==> src/rtl/reservoir_pkg.sv <==
// rtl/reservoir_pkg.sv - shared types, constants and saturation helper for the reservoir readout
package reservoir_pkg;

  localparam int N_NEURONS = 10;
  localparam int Q_FRAC    = 10;

  typedef logic signed [15:0] q6_10_t;

  typedef enum logic [1:0] {COLLECT, MAC, OUT} state_t;

  function automatic q6_10_t sat16(input logic signed [31:0] a);
    if (a > 32'sd32767)
      return 16'sh7FFF;
    else if (a < -32'sd32768)
      return 16'sh8000;
    else
      return a[15:0];
  endfunction

endpackage

==> src/rtl/spike_window_counter.sv <==
// rtl/spike_window_counter.sv - per-neuron spike counts over a fixed enabled-cycle window
// Snapshot includes the closing cycle's spikes; the next window starts on the following cycle.
module spike_window_counter
  import reservoir_pkg::*;
#(
  parameter int N   = N_NEURONS,
  parameter int WIN = 16,
  parameter int CW  = $clog2(WIN + 1)
) (
  input  logic            i_clk,
  input  logic            i_rst_n,
  input  logic            i_en,
  input  logic [N-1:0]    i_spikes,
  output logic            o_close,
  output logic [N*CW-1:0] o_cnt_snap
);

  localparam logic [CW-1:0] WC_LAST = CW'(WIN - 1);

  logic [CW-1:0]   r_wc;
  logic [CW-1:0]   r_cnt [N];
  logic [N*CW-1:0] r_snap;
  logic            w_close;

  assign w_close    = i_en && (r_wc == WC_LAST);
  assign o_close    = w_close;
  assign o_cnt_snap = r_snap;

  always_ff @(posedge i_clk or negedge i_rst_n) begin
    if (!i_rst_n) begin
      r_wc   <= '0;
      r_snap <= '0;
      for (int k = 0; k < N; k++) r_cnt[k] <= '0;
    end else if (i_en) begin
      if (w_close) begin
        r_wc <= '0;
        for (int k = 0; k < N; k++) begin
          r_snap[k*CW +: CW] <= r_cnt[k] + CW'(i_spikes[k]);
          r_cnt[k]           <= '0;
        end
      end else begin
        r_wc <= r_wc + CW'(1);
        for (int k = 0; k < N; k++) r_cnt[k] <= r_cnt[k] + CW'(i_spikes[k]);
      end
    end
  end

endmodule

==> src/rtl/reservoir_readout.sv <==
// rtl/reservoir_readout.sv - windowed spike counts fed through a sequential Q6.10 linear readout
// One MAC term per cycle; bias is folded into the first term so a same-cycle bias write is seen.
module reservoir_readout
  import reservoir_pkg::*;
#(
  parameter int N   = N_NEURONS,
  parameter int WIN = 16,
  parameter int CW  = $clog2(WIN + 1)
) (
  input  logic         clk,
  input  logic         rst,
  input  logic         en,
  input  logic [N-1:0] spikes,
  input  logic [15:0]  target,
  input  logic         w_we,
  input  logic [3:0]   w_addr,
  input  logic [15:0]  w_data,
  output logic [15:0]  y_hat,
  output logic         y_valid,
  output logic [17:0]  err,
  output logic         busy,
  output logic         sat
);

  if (WIN < N + 2) begin : g_win_check
    $error("reservoir_readout: WIN must be at least N+2");
  end

  localparam logic [3:0] BIAS_ADDR = 4'(N);
  localparam logic [3:0] LAST_IDX  = 4'(N - 1);
  localparam int         PW        = 16 + CW + 1;

  state_t             r_state;
  logic [3:0]         r_idx;
  logic signed [31:0] r_acc;
  q6_10_t             r_w [N];
  q6_10_t             r_bias;
  logic [15:0]        r_target_snap;
  logic [15:0]        r_y_hat;
  logic [17:0]        r_err;
  logic               r_y_valid;
  logic               r_busy;
  logic               r_sat;

  logic               w_close;
  logic [N*CW-1:0]    w_cnt_snap;
  logic [CW-1:0]      w_snap [N];
  logic signed [PW-1:0] w_cnt_ext;
  logic signed [PW-1:0] w_wgt_ext;
  logic signed [PW-1:0] w_prod;
  logic signed [31:0] w_term;
  logic signed [31:0] w_base;
  q6_10_t             w_sat16;
  logic               w_clamped;

  spike_window_counter #(
    .N   (N),
    .WIN (WIN),
    .CW  (CW)
  ) u_counter (
    .i_clk      (clk),
    .i_rst_n    (rst),
    .i_en       (en),
    .i_spikes   (spikes),
    .o_close    (w_close),
    .o_cnt_snap (w_cnt_snap)
  );

  for (genvar g = 0; g < N; g++) begin : g_unpack
    assign w_snap[g] = w_cnt_snap[g*CW +: CW];
  end

  // Count is non-negative, so it is zero-extended before the signed multiply.
  assign w_cnt_ext = {{(PW - CW){1'b0}}, w_snap[r_idx]};
  assign w_wgt_ext = {{(PW - 16){r_w[r_idx][15]}}, r_w[r_idx]};
  assign w_prod    = w_cnt_ext * w_wgt_ext;
  assign w_term    = {{(32 - PW){w_prod[PW-1]}}, w_prod};
  assign w_base    = (r_idx == 4'd0) ? {{16{r_bias[15]}}, r_bias} : r_acc;

  assign w_sat16   = sat16(r_acc);
  assign w_clamped = (r_acc != {{16{w_sat16[15]}}, w_sat16});

  always_ff @(posedge clk or negedge rst) begin
    if (!rst) begin
      r_state       <= COLLECT;
      r_idx         <= '0;
      r_acc         <= '0;
      r_bias        <= '0;
      r_target_snap <= '0;
      r_y_hat       <= '0;
      r_err         <= '0;
      r_y_valid     <= 1'b0;
      r_busy        <= 1'b0;
      r_sat         <= 1'b0;
      for (int k = 0; k < N; k++) r_w[k] <= '0;
    end else begin
      r_y_valid <= 1'b0;
      if (w_we && !r_busy) begin
        if (w_addr < BIAS_ADDR)
          r_w[w_addr] <= w_data;
        else if (w_addr == BIAS_ADDR)
          r_bias <= w_data;
      end
      case (r_state)
        COLLECT: begin
          if (w_close) begin
            r_target_snap <= target;
            r_idx         <= '0;
            r_busy        <= 1'b1;
            r_state       <= MAC;
          end
        end
        MAC: begin
          r_acc <= w_base + w_term;
          if (r_idx == LAST_IDX)
            r_state <= OUT;
          else
            r_idx <= r_idx + 4'd1;
        end
        OUT: begin
          r_y_hat   <= w_sat16;
          r_err     <= {2'b00, r_target_snap} - {{2{w_sat16[15]}}, w_sat16};
          if (w_clamped) r_sat <= 1'b1;
          r_y_valid <= 1'b1;
          r_busy    <= 1'b0;
          r_state   <= COLLECT;
        end
        default: r_state <= COLLECT;
      endcase
    end
  end

  assign y_hat   = r_y_hat;
  assign y_valid = r_y_valid;
  assign err     = r_err;
  assign busy    = r_busy;
  assign sat     = r_sat;

endmodule

==> config.mk <==
export PLATFORM = sky130hd
export DESIGN_NAME = reservoir_readout
export DESIGN_NICKNAME = d
export VERILOG_FILES = /design/src/rtl/reservoir_pkg.sv /design/src/rtl/spike_window_counter.sv /design/src/rtl/reservoir_readout.sv
export SDC_FILE = /design/constraint.sdc
export NUM_CORES = 1
export LEC_CHECK = 0
export ABC_CLOCK_PERIOD_IN_PS = 8400
export BUFFER_PORTS_ARGS = -buffer_cell sky130_fd_sc_hd__buf_2
export CAP_MARGIN = 10
export CORE_MARGIN = 5
export CORE_UTILIZATION = 65
export CTS_BUF_LIST = sky130_fd_sc_hd__clkbuf_8
export DETAILED_ROUTE_END_ITERATION = 6
export PLACE_DENSITY_LB_ADDON = 0.05
export RECOVER_POWER = 100
export SLEW_MARGIN = 5
export SYNTH_ARGS = -nofsm -noshare
export SYNTH_HDL_FRONTEND = slang
export SYNTH_SLANG_ARGS = --single-unit
==> constraint.sdc <==
create_clock -name clk -period 8.4 [get_ports clk]
set_clock_uncertainty 0.05 [all_clocks]
set_input_delay 0.42 -clock clk [delete_from_list [all_inputs] [get_ports clk]]
set_output_delay 0.42 -clock clk [all_outputs]
set_load 0.05 [all_outputs]
==> impl_metrics.json, run 1 <==
{
  "status": "complete, but fails checks",
  "violations": "capacitance limit, slew limit",
  "placed_area_sq_um": 22600,
  "synth.distinct_cells": 74,
  "synth_seq_cells": 372,
  "start_util": 0.655,
  "area_delta_synth_final_pct": 9.65,
  "finalMaxSlewViolations": 558,
  "ioPinCount": 87,
  "setup_viol": 0,
  "min_path_type": "in2reg",
  "async_flop_share": 1.00,
  "final_cells": 2632,
  "die_x_microns": 193,
  "synth_area_per_cell_sq_um": 10.6,
  "place_inst": 2510,
  "rows": 67,
  "cts-htree-levels": 2,
  "critical_path_peak_fanout": 28,
  "first_global_vias": 15900,
  "relSlewSlack": -2.55,
  "finalCritPeriodShare": 0.872,
  "fmax_mhz": 136,
  "numCtsBuffers": 60,
  "hold_viol_final": 0,
  "via_per_inst": 5.89,
  "final_cell_area_sq_um": 23900,
  "antenna_found_initial": 2,
  "dieArea_sq_um": 37400,
  "n_fill_cell": 2484,
  "ant_nets": 0,
  "totalWireLength_mm": 51.0,
  "root_buffer": "clkbuf_8",
  "crit_path_start_kind": "register",
  "netlist_instances": 2059,
  "route.detailed.drc": 0,
  "clock_sinks": 372,
  "setup_tns_ns": 0,
  "syn_nets": 2287,
  "track_usage": 0.276,
  "rsz0062_at_grt": "no",
  "multiInputGateArea_sq_um": 11400,
  "timing_worst_setup_path_type": "reg2reg",
  "routedWlPerCell_microns": 19.4,
  "synth-main-ff-cell": "dfrtp_1",
  "grt_pass1_wl_mm": 84.8,
  "end_kind": "register",
  "synth-edff-count": 0,
  "yosys_warnings": 0,
  "dr.pass1.iters": 7,
  "synth_area_sq_um": 21800,
  "dpl.hpwl_mm": 35.1,
  "ys_seq_area_frac": 0.426,
  "max_cap_viol_count": 9,
  "gp_congestion": 0.927,
  "gr-total-overflow": 0,
  "clk_pin_slew_ns": 0.06,
  "port_buffers": 86,
  "clk-insertion-delay-late_ns": 0.67,
  "period_needed_ns": 7.33,
  "layout.nets": 2370,
  "worstPathRequired_ns": 8.85,
  "tritoncts": "done",
  "dr_total_vias": 15500,
  "arrival_ns": 7.78,
  "clk_path_buf_depth": 3,
  "cts-resized-gates": 0,
  "worst_pin_slew_ns": 5.33,
  "utilization": 0.718,
  "die_h_microns": 193,
  "drt_iter0_markers": 874,
  "coreArea_sq_um": 33400,
  "drive_gt1_frac": 0.199,
  "grt_max_degree": 156,
  "seq_area_sq_um": 9310
}
[what timing repair did]
| item | 4_1_cts | 5_1_grt |
|---|---|---|
| setup buffers | 0 | 0 |
| hold buffers | 18 | 0 |
| hold endpoints to repair | 111 | 0 |
[cell usage in the layout, fill, tap and decap left out, types with 8 or more instances in the layout]
cell | Yosys | layout
dfrtp_1 | 372 | 370
nand2_1 | 273 | 273
mux2_2 | 219 | 218
inv_1 | 161 | 177
o21ai_0 | 151 | 155
nor2_1 | 119 | 119
ha_1 | 101 | 101
a21oi_1 | 88 | 88
fa_1 | 77 | 77
clkbuf_8 | 0 | 77
nand3_1 | 52 | 52
buf_2 | 12 | 47
clkbuf_1 | 85 | 45
mux4_2 | 42 | 42
xnor2_1 | 32 | 32
nor2b_1 | 22 | 22
a22oi_1 | 21 | 21
a21o_1 | 20 | 20
xor2_1 | 20 | 20
a22o_1 | 20 | 20
dlygate4sd3_1 | 0 | 18
buf_4 | 2 | 18
o2bb2ai_1 | 12 | 12
nand4_1 | 12 | 12
mux2i_1 | 11 | 11
a2bb2oi_1 | 8 | 8
[worst max-delay path, cell delays in order, from the launching register on]
cell and delay, ns:
dfrtp_4 0.72, buf_4 0.36, mux2_2 0.21, a22oi_1 0.06, o2bb2ai_1 0.37, inv_1 0.14
nor2_1 0.22, inv_1 0.12, fa_1 0.62, inv_1 0.07, ha_1 0.32, inv_1 0.07
fa_1 1.03, inv_1 0.19, fa_1 0.46, ha_1 0.37, a211oi_1 0.23, nor2_1 0.10
or4_1 0.46, a31o_2 0.25, a31oi_1 0.31, o21ai_0 0.19, nand3_1 0.11, o211ai_1 0.11
[synthesized netlist by cell type (6+ instances only)]
library cell / instances / share of area
a21o_1: 20 / 0.0069
clkbuf_1: 85 / 0.015
nand2_1: 273 / 0.047
a2bb2oi_1: 8 / 0.0032
fa_1: 77 / 0.071
nor3b_1: 6 / 0.0021
a22oi_1: 21 / 0.0072
nand2b_1: 9 / 0.0026
nand3_1: 52 / 0.012
buf_1: 10 / 0.0017
inv_1: 161 / 0.028
o21bai_1: 6 / 0.0021
mux2_2: 219 / 0.11
mux4_2: 42 / 0.043
nor4_1: 6 / 0.0017
a21oi_1: 88 / 0.020
xnor2_1: 32 / 0.013
mux2i_1: 11 / 0.0050
xor2_1: 20 / 0.0080
dfrtp_1: 372 / 0.43
a211oi_1: 7 / 0.0024
nor2b_1: 22 / 0.0063
buf_2: 12 / 0.0027
or2_2: 6 / 0.0017
ha_1: 101 / 0.058
a22o_1: 20 / 0.0080
nand4_1: 12 / 0.0034
o21ai_0: 151 / 0.035
nor2_1: 119 / 0.020
o2bb2ai_1: 12 / 0.0048
nor3_1: 6 / 0.0014
[sequential cells by signal, summed over array words and instances (netlist names), 5 cells and up]
signal,cells
err,18
r_w,160
u_counter.r_wc,5
y_hat,16
u_counter.r_cnt,50
r_bias,16
r_acc,32
u_counter.o_cnt_snap,50
r_target_snap,16
[worst paths after layout]
check | start | end | slack, ns | cells past startpoint
setup / recovery | r_idx[0]$_DFFE_PN0P_ | r_acc[31]$_DFFE_PN0P_ | 1.07 | 23
hold / removal | spikes[7] | u_counter.o_cnt_snap[35]$_DFFE_PN0P_ | 0.06 | 4
setup reg to reg | r_idx[0]$_DFFE_PN0P_ | r_acc[31]$_DFFE_PN0P_ | 1.07 | 23
hold reg to reg | sat$_DFFE_PN0P_ | sat$_DFFE_PN0P_ | 0.41 | 1
max in group asynchronous | rst | r_w[147]$_DFFE_PN0P_ | 2.26 | 4
min in group asynchronous | rst | err[13]$_DFFE_PN0P_ | 2.24 | 2
[per-stage QoR]
step	hold WS (ns)	worst slack, ns
finish	0.0577	1.07
global route	0.0565	0.595
CTS	0.00653	1.15
global placement	0.388	1.27
floorplan	0.0744	1.95
detailed placement	0.397	1.18
[area by class of cell]
class / count / area share
Multi-Input combinational cell: 1416 / 0.478
Sequential cell: 372 / 0.389
Clock buffer: 77 / 0.0443
Timing Repair Buffer: 131 / 0.0313
Inverter: 161 / 0.0252
Tap cell: 448 / 0.0234
Clock inverter: 26 / 0.00878
Antenna cell: 1 / 0.000104
[kinds of logic (layout without fill, tap and decap cells)]
group / count (synthesis) / in the layout / synth area share
DFF: 372 / 372 / 0.426
xor gates and xnor gates: 52 / 52 / 0.0209
adders and majority gates: 178 / 178 / 0.128
muxes: 272 / 272 / 0.161
and+or+nand+nor: 540 / 540 / 0.108
buffers and inverters: 271 / 395 / 0.0477
other: 0 / 1 / 0
AOI/OAI and AO/OA: 374 / 374 / 0.107
[layer usage]
layer,vias up,track usage,part of all wire
met5,-,0,0.00039
met4,2,0.0834,0.026
met3,82,0.0435,0.048
met2,378,0.443,0.48
met1,7751,0.397,0.45
li1,7284,-,-
Power of run 1 is not shown: default switching activity piles up to over one toggle a cycle in this logic, so the estimate is an artifact.
==> inputs of run 2 (changes only) <==
Settings changed: CORE_UTILIZATION 65 to 63, CTS_BUF_LIST sky130_fd_sc_hd__clkbuf_8 to sky130_fd_sc_hd__clkbuf_4 sky130_fd_sc_hd__clkbuf_8 sky130_fd_sc_hd__clkbuf_16, SLEW_MARGIN 5 to 20.
==> run 2 against run 1 <==
The run still ends with capacitance limit, slew limit left. Setup slack worse by 0.18 ns. Die area up 3.0%. Critical path depth down 4. Fmax down 2.4%. Cell area up 0.12%. Largest cell class unchanged.
==> impl_metrics.json, run 2 (synthesized netlist as in run 1, its figures left out) <==
{
  "die_h_microns": 196,
  "finalCritPeriodShare": 0.893,
  "totalWireLength_mm": 50.4,
  "antenna_cells": 0,
  "start_util": 0.635,
  "fmax_mhz": 133,
  "route.detailed.drc": 0,
  "track_usage": 0.267,
  "final_cell_area_sq_um": 24000,
  "crit_path_cell_trace": "clkbuf_1 -> mux4_2 -> a2bb2oi_1 -> nor2_1 -> fa_1 -> inv_1 -> fa_1 -> inv_1 -> fa_1 -> fa_1 -> ha_1 -> o21ai_0 -> nor2_1 -> a41oi_1 -> o21ai_0 -> a221o_1 -> a311oi_1 -> xor2_1 -> o21ai_0",
  "worst_pin_slew_ns": 5.30,
  "cpMaxStageDelayCell": "dfrtp_4",
  "clk_path_buf_depth": 3,
  "gr-total-overflow": 0,
  "placed_area_sq_um": 22600,
  "relSlewSlack": -2.53,
  "violations": "capacitance limit, slew limit",
  "r2r_end": "r_acc[19]$_DFFE_PN0P_",
  "drt_iter0_markers": 921,
  "final_cells": 2594,
  "crit_family": "adder cells",
  "arrival_ns": 7.87,
  "pre_cts_slack_ns": 1.17,
  "final_common_cell": "dfrtp_1",
  "area_delta_synth_final_pct": 9.78,
  "antenna_found_initial": 2,
  "numCtsBuffers": 41,
  "rows": 68,
  "layout.nets": 2336,
  "crit_top_cell": "fa_1",
  "timing_worst_setup_path_type": "reg2reg",
  "worstPathRequired_ns": 8.76,
  "drive_gt1_frac": 0.197,
  "rrSetupSlack_ns": 0.90,
  "dpl.hpwl_mm": 35.0,
  "die_x_microns": 196,
  "hold_viol_final": 0,
  "setup_viol": 0,
  "regMostFlops": "r_w",
  "first_global_vias": 15700,
  "holdPathStages": 3,
  "rsz0062_at_grt": "no",
  "clock_sinks": 372,
  "period_needed_ns": 7.50,
  "clk_pin_slew_ns": 0.06,
  "rr_worst_depth": 19,
  "grt_pass1_wl_mm": 83.5,
  "cts-resized-gates": 0,
  "r2r-start": "r_idx[0]$_DFFE_PN0P_",
  "max_stage_delay_ns": 0.81,
  "port_buffers": 86,
  "worst-path-buf-inv": 3,
  "status": "complete, but fails checks",
  "ant_nets": 0,
  "finalWorstSetupSlack_ns": 0.897,
  "hold_end": "r_target_snap[15]$_DFFE_PN0P_",
  "ioPinCount": 87,
  "min_from": "target[15]",
  "critical_path_peak_fanout": 32,
  "place_inst": 2517,
  "min_path_type": "in2reg",
  "dr_total_vias": 15400,
  "cts-htree-levels": 2,
  "tritoncts": "done",
  "via_per_inst": 5.92,
  "cts_hold_buf": 3,
  "setup_tns_ns": 0,
  "clk-insertion-delay-late_ns": 0.57,
  "coreArea_sq_um": 34400,
  "end_kind": "register",
  "routedWlPerCell_microns": 19.4,
  "finalMaxSlewViolations": 553,
  "max_cap_viol_count": 7,
  "dieArea_sq_um": 38500,
  "postCtsSetupBuffers": 0,
  "root_buffer": "clkbuf_16",
  "dr.pass1.iters": 5,
  "grt_max_degree": 99,
  "largest_register_ff_count": 160,
  "layout_common_cells": "dfrtp_1, nand2_1, mux2_2",
  "gp_congestion": 0.866,
  "crit_path_start_kind": "register"
}
==> run 2: changes by cell type in the layout (fill, tap and decap cells not counted), moves of 2 or more <==
cell and change:
dlygate4sd3_1 -15, clkbuf_4 +2, bufinv_16 +2, clkbuf_8 -68
clkbuf_16 +41, inv_1 -16, clkinv_4 +2, clkinv_2 +6
inv_6 +3
==> run 2: worst reg2reg max path, delay by kind of cell (launching register included) <==
family	cells	cell delay [ns]
fa+ha+maj	5	2.35
compound gates	7	2.17
buf+inv	3	0.93
flops	1	0.81
mux	1	0.60
simple gates	2	0.28
xor+xnor	1	0.18
==> run 2: cell type report <==
type / instances / area, sq um
multi-input combinational: 1416 / 11500
fill: 2583 / 10400
sequential: 372 / 9310
clock buffer: 52 / 1160
inverter: 161 / 604
timing repair buffer: 116 / 588
tap: 455 / 569
clock inverter: 22 / 277
==> run 2: per-layer routing <==
metal | track usage | wire [microns] | part of all wire | up-vias
li1 | - | - | - | 7201
met1 | 0.384 | 23100 | 0.46 | 7676
met2 | 0.428 | 23800 | 0.47 | 381
met3 | 0.0421 | 2380 | 0.047 | 90
met4 | 0.0755 | 1180 | 0.023 | 4
met5 | 0 | 31 | 0.00061 | -
==> run 2: how the worst max path moves through the flow <==
stage,start,to,depth (start not counted)
floorplan,r_idx[1]$_DFFE_PN0P_,r_acc[31]$_DFFE_PN0P_,25
global placement,r_idx[0]$_DFFE_PN0P_,r_acc[31]$_DFFE_PN0P_,23
detailed placement,r_idx[0]$_DFFE_PN0P_,r_acc[31]$_DFFE_PN0P_,23
CTS,r_idx[0]$_DFFE_PN0P_,r_acc[31]$_DFFE_PN0P_,23
global route,r_idx[0]$_DFFE_PN0P_,r_acc[28]$_DFFE_PN0P_,21
finish,r_idx[0]$_DFFE_PN0P_,r_acc[19]$_DFFE_PN0P_,19
==> run 2: per-stage QoR <==
stage,utilization,hold slack (ns)
after floorplan,-,0.0744
after detailed placement,0.659,0.411
after global routing,0.698,0.0264
final,0.698,0.0316
after global placement,0.659,0.404
after CTS,0.701,0.00609
Power of run 2 is left out for the same reason.
